File: src/rtl/iod_clk_train_eye_ctrl.sv
// iod_clk_train_eye_ctrl
//   Fabric-side clock-training controller for one IOD lane. Each training
//   window clears the lane's eye-monitor flags, waits for them to settle,
//   then counts EARLY/LATE flags over a fixed window and votes. A one-sided
//   vote becomes a phase-step request to the clock phase shifter over a
//   REQ/ACK handshake. LOCK_WINDOWS consecutive clean windows declare lock
//   (TRAIN_DONE). Running out of phase steps declares TRAIN_ERR.
//
//   Optional build macro IOD_TRAIN_PATTERN_CHECK_EN: during SAMPLE, RX_DATA_0
//   must be 4'b1010 or 4'b0101 on every cycle. Otherwise the window is bad,
//   its votes are discarded, and LOCK_WINDOWS bad windows in a row give
//   TRAIN_ERR. When the macro is undefined, RX_DATA_0 is ignored.
//
// Ports
//   FAB_CLK                    sole clock
//   RX_SYNC_RST                synchronous reset, active high
//   TRAIN_START                single-cycle start; ignored while busy
//   EYE_MONITOR_EARLY_0/LATE_0 lane eye-monitor flags
//   RX_DATA_0[3:0]             lane sampled clock pattern
//   EYE_MONITOR_CLEAR_FLAGS_0  2-cycle clear pulse at the start of each window
//   STEP_REQ/STEP_DIR/STEP_ACK phase-step handshake (DIR 1 = delay clock)
//   TRAIN_BUSY/DONE/ERR        status; DONE and ERR are sticky until restart
//   STEP_COUNT                 steps taken in the current run
module iod_clk_train_eye_ctrl #(
  parameter int SETTLE_CYCLES = 16,
  parameter int SAMPLE_CYCLES = 64,
  parameter int VOTE_THRESH   = 8,
  parameter int LOCK_WINDOWS  = 4,
  parameter int MAX_STEPS     = 256
) (
  input  logic                           FAB_CLK,
  input  logic                           RX_SYNC_RST,
  input  logic                           TRAIN_START,
  input  logic                           EYE_MONITOR_EARLY_0,
  input  logic                           EYE_MONITOR_LATE_0,
  input  logic [3:0]                     RX_DATA_0,
  output logic                           EYE_MONITOR_CLEAR_FLAGS_0,
  output logic                           STEP_REQ,
  output logic                           STEP_DIR,
  input  logic                           STEP_ACK,
  output logic                           TRAIN_BUSY,
  output logic                           TRAIN_DONE,
  output logic                           TRAIN_ERR,
  output logic [$clog2(MAX_STEPS+1)-1:0] STEP_COUNT
);

  localparam int SC_W  = $clog2(MAX_STEPS+1);
  localparam int CNT_W = $clog2(SAMPLE_CYCLES+1);
  localparam int LK_W  = $clog2(LOCK_WINDOWS+1);
  localparam int TMAX  = (SETTLE_CYCLES > SAMPLE_CYCLES) ? SETTLE_CYCLES : SAMPLE_CYCLES;
  localparam int TMR_W = $clog2(((TMAX > 2) ? TMAX : 2) + 1);

  localparam logic [TMR_W-1:0] CLR_LAST    = TMR_W'(1);
  localparam logic [TMR_W-1:0] SETTLE_LAST = TMR_W'(SETTLE_CYCLES-1);
  localparam logic [TMR_W-1:0] SAMPLE_LAST = TMR_W'(SAMPLE_CYCLES-1);
  localparam logic [CNT_W-1:0] THRESH      = CNT_W'(VOTE_THRESH);
  localparam logic [LK_W-1:0]  LOCK_LAST   = LK_W'(LOCK_WINDOWS-1);
  localparam logic [SC_W-1:0]  STEP_LIMIT  = SC_W'(MAX_STEPS);

  typedef enum logic [2:0] {
    IDLE, CLEAR, SETTLE, SAMPLE, DECIDE, STEP, DONE, ERR
  } state_t;

  state_t           state_q, state_d;
  logic [TMR_W-1:0] tmr_q, tmr_d;
  logic [CNT_W-1:0] ec_q, ec_d, lc_q, lc_d;
  logic [LK_W-1:0]  lock_q, lock_d;
  logic [SC_W-1:0]  steps_q, steps_d;
  logic             dir_q, dir_d;
  logic             req_q, req_d;
  // Set when an ACK is taken; a new request waits until ACK is seen low.
  logic             ack_pend_q, ack_pend_d;
  logic             clr_q, busy_q, done_q, err_q;
  logic             vote_e, vote_l, can_req;

`ifdef IOD_TRAIN_PATTERN_CHECK_EN
  logic [LK_W-1:0]  bad_q, bad_d;
  logic             win_bad_q, win_bad_d;
  logic             pat_ok;
  assign pat_ok = (RX_DATA_0 == 4'b1010) || (RX_DATA_0 == 4'b0101);
`else
  logic             rx_data_unused;
  assign rx_data_unused = ^RX_DATA_0;
`endif

  assign vote_e  = (ec_q >= THRESH);
  assign vote_l  = (lc_q >= THRESH);
  // ACK sampled low on this very edge also re-arms the handshake.
  assign can_req = !ack_pend_q || !STEP_ACK;

  always_comb begin
    state_d    = state_q;
    tmr_d      = tmr_q;
    ec_d       = ec_q;
    lc_d       = lc_q;
    lock_d     = lock_q;
    steps_d    = steps_q;
    dir_d      = dir_q;
    req_d      = req_q;
    ack_pend_d = ack_pend_q && STEP_ACK;
`ifdef IOD_TRAIN_PATTERN_CHECK_EN
    bad_d      = bad_q;
    win_bad_d  = win_bad_q;
`endif
    case (state_q)
      IDLE, DONE, ERR: begin
        if (TRAIN_START) begin
          state_d = CLEAR;
          tmr_d   = '0;
          steps_d = '0;
          lock_d  = '0;
`ifdef IOD_TRAIN_PATTERN_CHECK_EN
          bad_d   = '0;
`endif
        end
      end
      CLEAR: begin
        if (tmr_q == CLR_LAST) begin
          state_d = SETTLE;
          tmr_d   = '0;
        end else begin
          tmr_d = tmr_q + 1'b1;
        end
      end
      SETTLE: begin
        if (tmr_q == SETTLE_LAST) begin
          state_d = SAMPLE;
          tmr_d   = '0;
        end else begin
          tmr_d = tmr_q + 1'b1;
        end
      end
      SAMPLE: begin
        ec_d = ec_q + CNT_W'(EYE_MONITOR_EARLY_0);
        lc_d = lc_q + CNT_W'(EYE_MONITOR_LATE_0);
`ifdef IOD_TRAIN_PATTERN_CHECK_EN
        if (!pat_ok) win_bad_d = 1'b1;
`endif
        if (tmr_q == SAMPLE_LAST) begin
          state_d = DECIDE;
          tmr_d   = '0;
        end else begin
          tmr_d = tmr_q + 1'b1;
        end
      end
      DECIDE: begin
        ec_d  = '0;
        lc_d  = '0;
        tmr_d = '0;
`ifdef IOD_TRAIN_PATTERN_CHECK_EN
        win_bad_d = 1'b0;
        if (win_bad_q) begin
          // Corrupted window: votes are meaningless, only the bad streak moves.
          lock_d  = '0;
          bad_d   = bad_q + 1'b1;
          state_d = (bad_q == LOCK_LAST) ? ERR : CLEAR;
        end else begin
          bad_d = '0;
`endif
          if (vote_e && vote_l) begin
            lock_d  = '0;
            state_d = CLEAR;
          end else if (vote_e || vote_l) begin
            lock_d = '0;
            dir_d  = vote_e;
            if (steps_q == STEP_LIMIT) begin
              state_d = ERR;
            end else begin
              state_d = STEP;
              req_d   = can_req;
            end
          end else begin
            lock_d  = lock_q + 1'b1;
            state_d = (lock_q == LOCK_LAST) ? DONE : CLEAR;
          end
`ifdef IOD_TRAIN_PATTERN_CHECK_EN
        end
`endif
      end
      STEP: begin
        if (req_q) begin
          if (STEP_ACK) begin
            req_d      = 1'b0;
            steps_d    = steps_q + 1'b1;
            ack_pend_d = 1'b1;
            state_d    = CLEAR;
            tmr_d      = '0;
          end
        end else if (can_req) begin
          req_d = 1'b1;
        end
      end
      default: state_d = IDLE;
    endcase
  end

  always_ff @(posedge FAB_CLK) begin
    if (RX_SYNC_RST) begin
      state_q    <= IDLE;
      tmr_q      <= '0;
      ec_q       <= '0;
      lc_q       <= '0;
      lock_q     <= '0;
      steps_q    <= '0;
      dir_q      <= 1'b0;
      req_q      <= 1'b0;
      ack_pend_q <= 1'b0;
      clr_q      <= 1'b0;
      busy_q     <= 1'b0;
      done_q     <= 1'b0;
      err_q      <= 1'b0;
`ifdef IOD_TRAIN_PATTERN_CHECK_EN
      bad_q      <= '0;
      win_bad_q  <= 1'b0;
`endif
    end else begin
      state_q    <= state_d;
      tmr_q      <= tmr_d;
      ec_q       <= ec_d;
      lc_q       <= lc_d;
      lock_q     <= lock_d;
      steps_q    <= steps_d;
      dir_q      <= dir_d;
      req_q      <= req_d;
      ack_pend_q <= ack_pend_d;
      // Status flags are registered from the next state so they line up
      // with the state register.
      clr_q      <= (state_d == CLEAR);
      busy_q     <= (state_d inside {CLEAR, SETTLE, SAMPLE, DECIDE, STEP});
      done_q     <= (state_d == DONE);
      err_q      <= (state_d == ERR);
`ifdef IOD_TRAIN_PATTERN_CHECK_EN
      bad_q      <= bad_d;
      win_bad_q  <= win_bad_d;
`endif
    end
  end

  assign EYE_MONITOR_CLEAR_FLAGS_0 = clr_q;
  assign STEP_REQ                  = req_q;
  assign STEP_DIR                  = dir_q;
  assign TRAIN_BUSY                = busy_q;
  assign TRAIN_DONE                = done_q;
  assign TRAIN_ERR                 = err_q;
  assign STEP_COUNT                = steps_q;

endmodule

File: config.mk
export PLATFORM = sky130hd
export DESIGN_NAME = iod_clk_train_eye_ctrl
export DESIGN_NICKNAME = d
export VERILOG_FILES = /design/src/rtl/iod_clk_train_eye_ctrl.sv
export SDC_FILE = /design/constraint.sdc
export NUM_CORES = 1
export LEC_CHECK = 0
export CAP_MARGIN = 10
export CORE_MARGIN = 2
export CORE_UTILIZATION = 46
export CTS_CLUSTER_DIAMETER = 200
export DETAILED_ROUTE_END_ITERATION = 16
export DONT_BUFFER_PORTS = 1
export PLACE_DENSITY = 0.72
export SETUP_SLACK_MARGIN = 0.02
export SYNTH_ARGS = -nofsm -noshare
export SYNTH_HDL_FRONTEND = slang
export SYNTH_SLANG_ARGS = --single-unit
File: constraint.sdc
create_clock -name FAB_CLK -period 5.6 [get_ports FAB_CLK]
set_input_delay 1.12 -clock FAB_CLK [delete_from_list [all_inputs] [get_ports FAB_CLK]]
set_output_delay 1.12 -clock FAB_CLK [all_outputs]
set_load 0.01 [all_outputs]
### After elaboration in Yosys (flattened, before gate mapping)

Cells that the tools add are included.

| word-level totals | value |
|---|---|
| flip-flop bits (word level) | 43 |
| input bits | 10 |
| output and inout port bits | 15 |
| logic and storage cells | 102 |

| operators by class | value |
|---|---|
| add/subtract/negate cells | 5 |
| order comparisons | 2 |
| equality and inequality tests | 25 |
| mux-type cells | 38 |
| bitwise operators | 1 |
| reduce and logical (&&, ||, !) cells | 18 |

Operators with widths:

| kind | number |
|---|---|
| $mux W7 | 6 |
| $pmux W7 S6 | 1 |
| $mux W3 | 12 |
| $pmux W7 S2 | 2 |
| $mux W9 | 3 |
| $eq A3 B3 Y1 const B | 8 |
| $pmux W3 S6 | 1 |
| $pmux W9 S2 | 1 |
| $eq A3 B2 Y1 const B | 5 |
| $add A7 B1 Y7 | 2 |
| $ge A7 B4 Y1 const B | 2 |
| $ne A2 B2 Y1 const B | 6 |
| $add A9 B1 Y9 const B | 1 |
| $eq A9 B9 Y1 const B | 1 |
| $mux W1 | 9 |
| $reduce_and A4 Y1 | 2 |
| $reduce_bool A2 Y1 | 4 |
| $add A7 B1 Y7 const B | 1 |
| $eq A7 B1 Y1 const B | 1 |
| $eq A7 B4 Y1 const B | 1 |
| $eq A7 B6 Y1 const B | 1 |
| $eq A3 B1 Y1 const B | 2 |
| $pmux W3 S2 | 1 |
| $reduce_and A3 Y1 | 2 |
| other kinds (11) | 14 |

### Longest topological paths before layout

| logic depth | value |
|---|---|
| word-level depth | 7 |
| mapped depth | 8 |
| mapped depth without buffers | 8 |

### Worst setup path before layout

OpenSTA, ideal clock, no wires.

| timing path | value |
|---|---|
| path type | register to register |
| start point | register lc_q[3] |
| end point | register done_q (netlist: TRAIN_DONE) |
| library setup time | 0.061 ns |
| data arrival time | 2.189 ns |
| data required time | 5.539 ns |
| setup slack | 3.349 ns |
| cell stages (with the launch flop) | 7 |
| path buffers | 0 |
| period minus slack after synthesis | 2.251 ns |
| cell sequence | dfxtp_1 > or4_1 > ha_1 > nor4b_1 > a21boi_0 > a2111oi_0 > and4bb_1 |

| on the way | value |
|---|---|
| cells in the longest elaborated chain, start to end | 6 |
| elaborated cells on any way between the ends | 7 |
| classes of those cells | order compare: 1; eq/ne: 1; mux: 3; reduce/logical: 2 |

Ends and longest elaborated chain:

| what | line | text |
|---|---|---|
| from (decl) | 66 | `logic [CNT_W-1:0] ec_q, ec_d, lc_q, lc_d;` |
| from (signal assigned) | 220 | `lc_q <= lc_d;` |
| $ge A7 B4 Y1 * | 87 | `assign vote_l = (lc_q >= THRESH);` |
| $logic_or A1 B1 Y1 | 163 | `end else if (vote_e \|\| vote_l) begin` |
| $mux W3 | 163 |  |
| $mux W3 * | 160 | `if (vote_e && vote_l) begin` |
| $pmux W3 S6 * | 105 | `case (state_q)` |
| $eq A3 B3 Y1 * | 230 | `done_q <= (state_d == DONE);` |
| to (signal assigned) | 230 |  |
| to (decl) | 73 | `logic clr_q, busy_q, done_q, err_q;` |

Every way passes the cells marked *; elsewhere a longest branch is shown, timed or not.
A chain may end at the register's enable or synchronous reset.

### Worst setup path in the final report

| timing path | value |
|---|---|
| start point | register ec_q[3] |
| end point | register done_q (netlist: TRAIN_DONE) |

| on the way | value |
|---|---|
| cells in the longest elaborated chain, start to end | 6 |
| elaborated cells on any way between the ends | 7 |
| classes of those cells | order compare: 1; eq/ne: 1; mux: 3; reduce/logical: 2 |

Ends and longest elaborated chain:

| what | line | text |
|---|---|---|
| from (decl) | 66 |  |
| from (signal assigned) | 201 | `ec_q <= '0;` |
| from (signal assigned) | 219 | `ec_q <= ec_d;` |
| $ge A7 B4 Y1 * | 86 | `assign vote_e = (ec_q >= THRESH);` |
| net vote_e | 74 | `logic vote_e, vote_l, can_req;` |
| $logic_or A1 B1 Y1 | 163 |  |
| $mux W3 | 163 |  |
| $mux W3 * | 160 |  |
| $pmux W3 S6 * | 105 |  |
| $eq A3 B3 Y1 * | 230 |  |

Mark *: on every way through the listed nets, which the timed path passes. The rest lies on a longest branch.

==> run_results.csv <==
group,metric,value,unit
die,core_region_area,0.00472,sq mm
synth,synth_area_leaders,"dfxtp_1 38%, nor2_1 6.8%, ha_1 6.7%",
critical_path,crit_path_max_incr_delay,0.55,ns
critical_path,worst_r2r_path_depth,7,
routing,num_vias,1890,
synth,postSynthCellCount,271,
die,placementRows,25,
layout,synthToLayoutAreaGrowth,6.16,%
clock_network,cts_tree,"yes",
synth,synthArstFlopShare,0,
critical_path,reg2reg_from,"ec_q[3]$_SDFFE_PP0P_",
critical_path,cp.required,5.84,ns
synth,seq_area_frac_synth,0.382,
clock_network,clkLatencyLatePin,0.30,ns
die,die_w,74.0,microns
clock_network,clk_path_buf_depth,2,
critical_path,critPathLaunch,"ec_q[3]$_SDFFE_PP0P_",
timing,relSlewSlack,0.524,
global_route,grt_pass1_wl,7.87,mm
critical_path,endpoint_kind,"flip-flop",
pwr,leakagePower,0.886,nW
routing,dr.pass1.iters,4,
pwr,power_density,252,mW/mm^2
timing,post-route-min-period,2.79,ns
timing,tns,0,ns
timing,setup_viol,0,
global_route,antenna_found_initial,0,
routing,viasPerCell,5.66,
timing,fmax,359,MHz
routing,drc,0,
layout,nNetsFinal,288,
synth,ys_warn_count,0,
timing,post-route-period-util,0.498,
die,io_pins,25,
clock_network,ctsResizeCount,0,
critical_path,r2r_slack,2.81,ns
outcome,outcome,"finished clean",
critical_path,path_cells,"nor4_1 > inv_1 > ha_1 > nor4b_1 > a21boi_0 > a2111oi_0 > and4bb_1",
clock_network,clk_pin_slew,0.09,ns
global_route,grt_usage,0.183,
synth,synth_top_area_cell,"dfxtp_1",
critical_path,worstSetupPathType,"flip-flop to flip-flop",
routing,ant_nets,0,
clock_network,holdBufCountCts,0,
layout,fin_area,0.00239,sq mm
synth,synthFlopType,"dfxtp_1",
critical_path,crit_path_end,"TRAIN_DONE$_SDFF_PP0_",
clock_network,cts_setup_buffers,0,
global_route,grt_overflow,0,
critical_path,cp_slowest_cell,"nor4_1",
critical_path,cp.depth,7,
routing,wl,4.54,mm
die,dieHeight,74.0,microns
synth,synth_cell_type_count,50,
routing,wl_per_cell,13.6,microns
critical_path,path_buf_inv,1,
timing,rsz0062_at_grt,"no",
die,start_util,0.478,
place,place_area,0.00228,sq mm
synth,ys_ff_latch,43,
clock_network,clockRootBuffer,"clkbuf_8",
synth,syn_area,0.00226,sq mm
critical_path,r2r_end,"TRAIN_DONE$_SDFF_PP0_",
hold_path,hold_path_class,"flip-flop to flip-flop",
critical_path,arrival,3.03,ns
synth,synth_edf_count,0,
synth,synth.avg_cell_area,8.32,sq um
timing,drv_slew,0,
die,die_area,0.00548,sq mm
timing,fin_skew,0.0113,ns
critical_path,cp_top_family,"simple AND/OR/NAND/NOR gates",
clock_network,clkSinkCount,43,
global_route,grt_pass1_vias,1713,
critical_path,cp_max_fo,4,
clock_network,h-tree-depth,2,
critical_path,worstSetupStartpointType,"flip-flop",
global_route,grt_max_degree,27,
pwr,ir_drop,0.257,mV
place,io_buffers,0,
routing,drtIter0Drc,110,
clock_network,cts_made_buffers,5,
run,drv_cap,0,
layout,drive_gt1_frac,0.0562,
layout,diodes,0,
timing,hold_viol,0,
place,dp_hpwl,3.24,mm
synth,synth_top_area_frac,0.382,
place,routabilityCongestion,0.829,
timing,worst_slew_pin_slew,0.713,ns
synth,syn_nets,293,
==> report_power, final <==
part           total [mW]  internal, mW  switching (mW)
Combinational      0.0410        0.0173          0.0237
Sequential          0.321         0.310          0.0107
Clock               0.243         0.133           0.110
==> through the flow <==
step / setup WS [ns] / instances / hold slack (ns) / utilization / power, mW
after floorplan: 3.35 / 271 / 0.450 / - / 0.362
after global placement: 2.89 / 326 / 0.464 / 0.483 / 0.368
after detailed placement: 2.82 / 326 / 0.466 / 0.483 / 0.369
after CTS: 2.82 / 334 / 0.479 / 0.507 / 0.609
after global routing: 2.50 / 334 / 0.516 / 0.507 / 0.632
final: 2.81 / 334 / 0.476 / 0.507 / 0.605
==> how the worst min path moves through the flow <==
stage                          from                   end  slack, ns  cells after the start
2_1_floorplan  ec_q[1]$_SDFFE_PP0P_  ec_q[1]$_SDFFE_PP0P_       0.45                      2
3_3_place_gp   ec_q[1]$_SDFFE_PP0P_  ec_q[1]$_SDFFE_PP0P_       0.46                      2
3_5_place_dp   ec_q[1]$_SDFFE_PP0P_  ec_q[1]$_SDFFE_PP0P_       0.47                      2
4_1_cts        ec_q[1]$_SDFFE_PP0P_  ec_q[1]$_SDFFE_PP0P_       0.48                      2
5_1_grt        ec_q[1]$_SDFFE_PP0P_  ec_q[1]$_SDFFE_PP0P_       0.52                      2
6_report       ec_q[1]$_SDFFE_PP0P_  ec_q[1]$_SDFFE_PP0P_       0.48                      2
==> state kept, by name, summed over array words and instances (netlist names) <==
register                   flops
STEP_REQ                       1
ack_pend_q                     1
STEP_DIR                       1
lc_q                           7
STEP_COUNT                     9
EYE_MONITOR_CLEAR_FLAGS_0      1
lock_q                         3
tmr_q                          7
TRAIN_ERR                      1
TRAIN_BUSY                     1
state_q                        3
ec_q                           7
TRAIN_DONE                     1
==> layout by cell type, fill, tap and decap left out, types with 4 or more instances in the layout <==
cell        n
inv_1      12
ha_1       12
nand3_1    12
nand2_1    21
dfxtp_1    43
xor2_1     11
a21oi_1    16
a2111oi_0   4
clkbuf_8    5
nor3_1      5
o21ai_0    17
xnor2_1     4
nor2_1     41
==> synthesized netlist by cell type (3+ instances only) <==
master / instances
o21ai_0: 17
xor2_1: 11
nand2_1: 21
clkbuf_1: 9
and4_1: 3
nor2_1: 41
xnor2_1: 4
and3_1: 3
or3_1: 3
inv_1: 12
nor4b_1: 3
a31oi_1: 3
nand3_1: 12
nand4_1: 3
a2111oi_0: 4
dfxtp_1: 43
a21oi_1: 16
or2_2: 3
o2111ai_1: 3
ha_1: 12
nor3_1: 5
==> cell families (layout without fill, tap and decap cells) <==
group / after synthesis / count (layout) / share of synthesized area
buf+inv: 24 / 20 / 0.0455
compound gates: 63 / 63 / 0.182
flops: 43 / 43 / 0.382
mux: 2 / 2 / 0.00887
simple gates: 112 / 112 / 0.257
xor+xnor: 15 / 15 / 0.0582
fa+ha+maj: 12 / 12 / 0.0666
==> worst reg2reg max path, stage by stage, from the launching register on <==
cell       delay, ns
dfxtp_1         0.35
nor4_1          0.55
inv_1           0.12
ha_1            0.27
nor4b_1         0.55
a21boi_0        0.37
a2111oi_0       0.17
and4bb_1        0.36
==> layout make-up <==
type / count / area, sq um
Clock buffer: 5 / 68.8
Clock inverter: 3 / 43.8
Fill cell: 448 / 2330
Inverter: 12 / 45.0
Multi-Input combinational cell: 204 / 1290
Sequential cell: 43 / 861
Tap cell: 67 / 83.8
==> layer usage <==
| metal | up-vias | GRT usage | part of all wire |
|---|---|---|---|
| li1 | 963 | - | - |
| met4 | 0 | 0.0606 | 0.0093 |
| met2 | 33 | 0.283 | 0.44 |
| met3 | 4 | 0.0474 | 0.040 |
| met5 | - | 0 | 0 |
| met1 | 890 | 0.250 | 0.51 |
No activity file was read; power rests on OpenSTA's default activity.
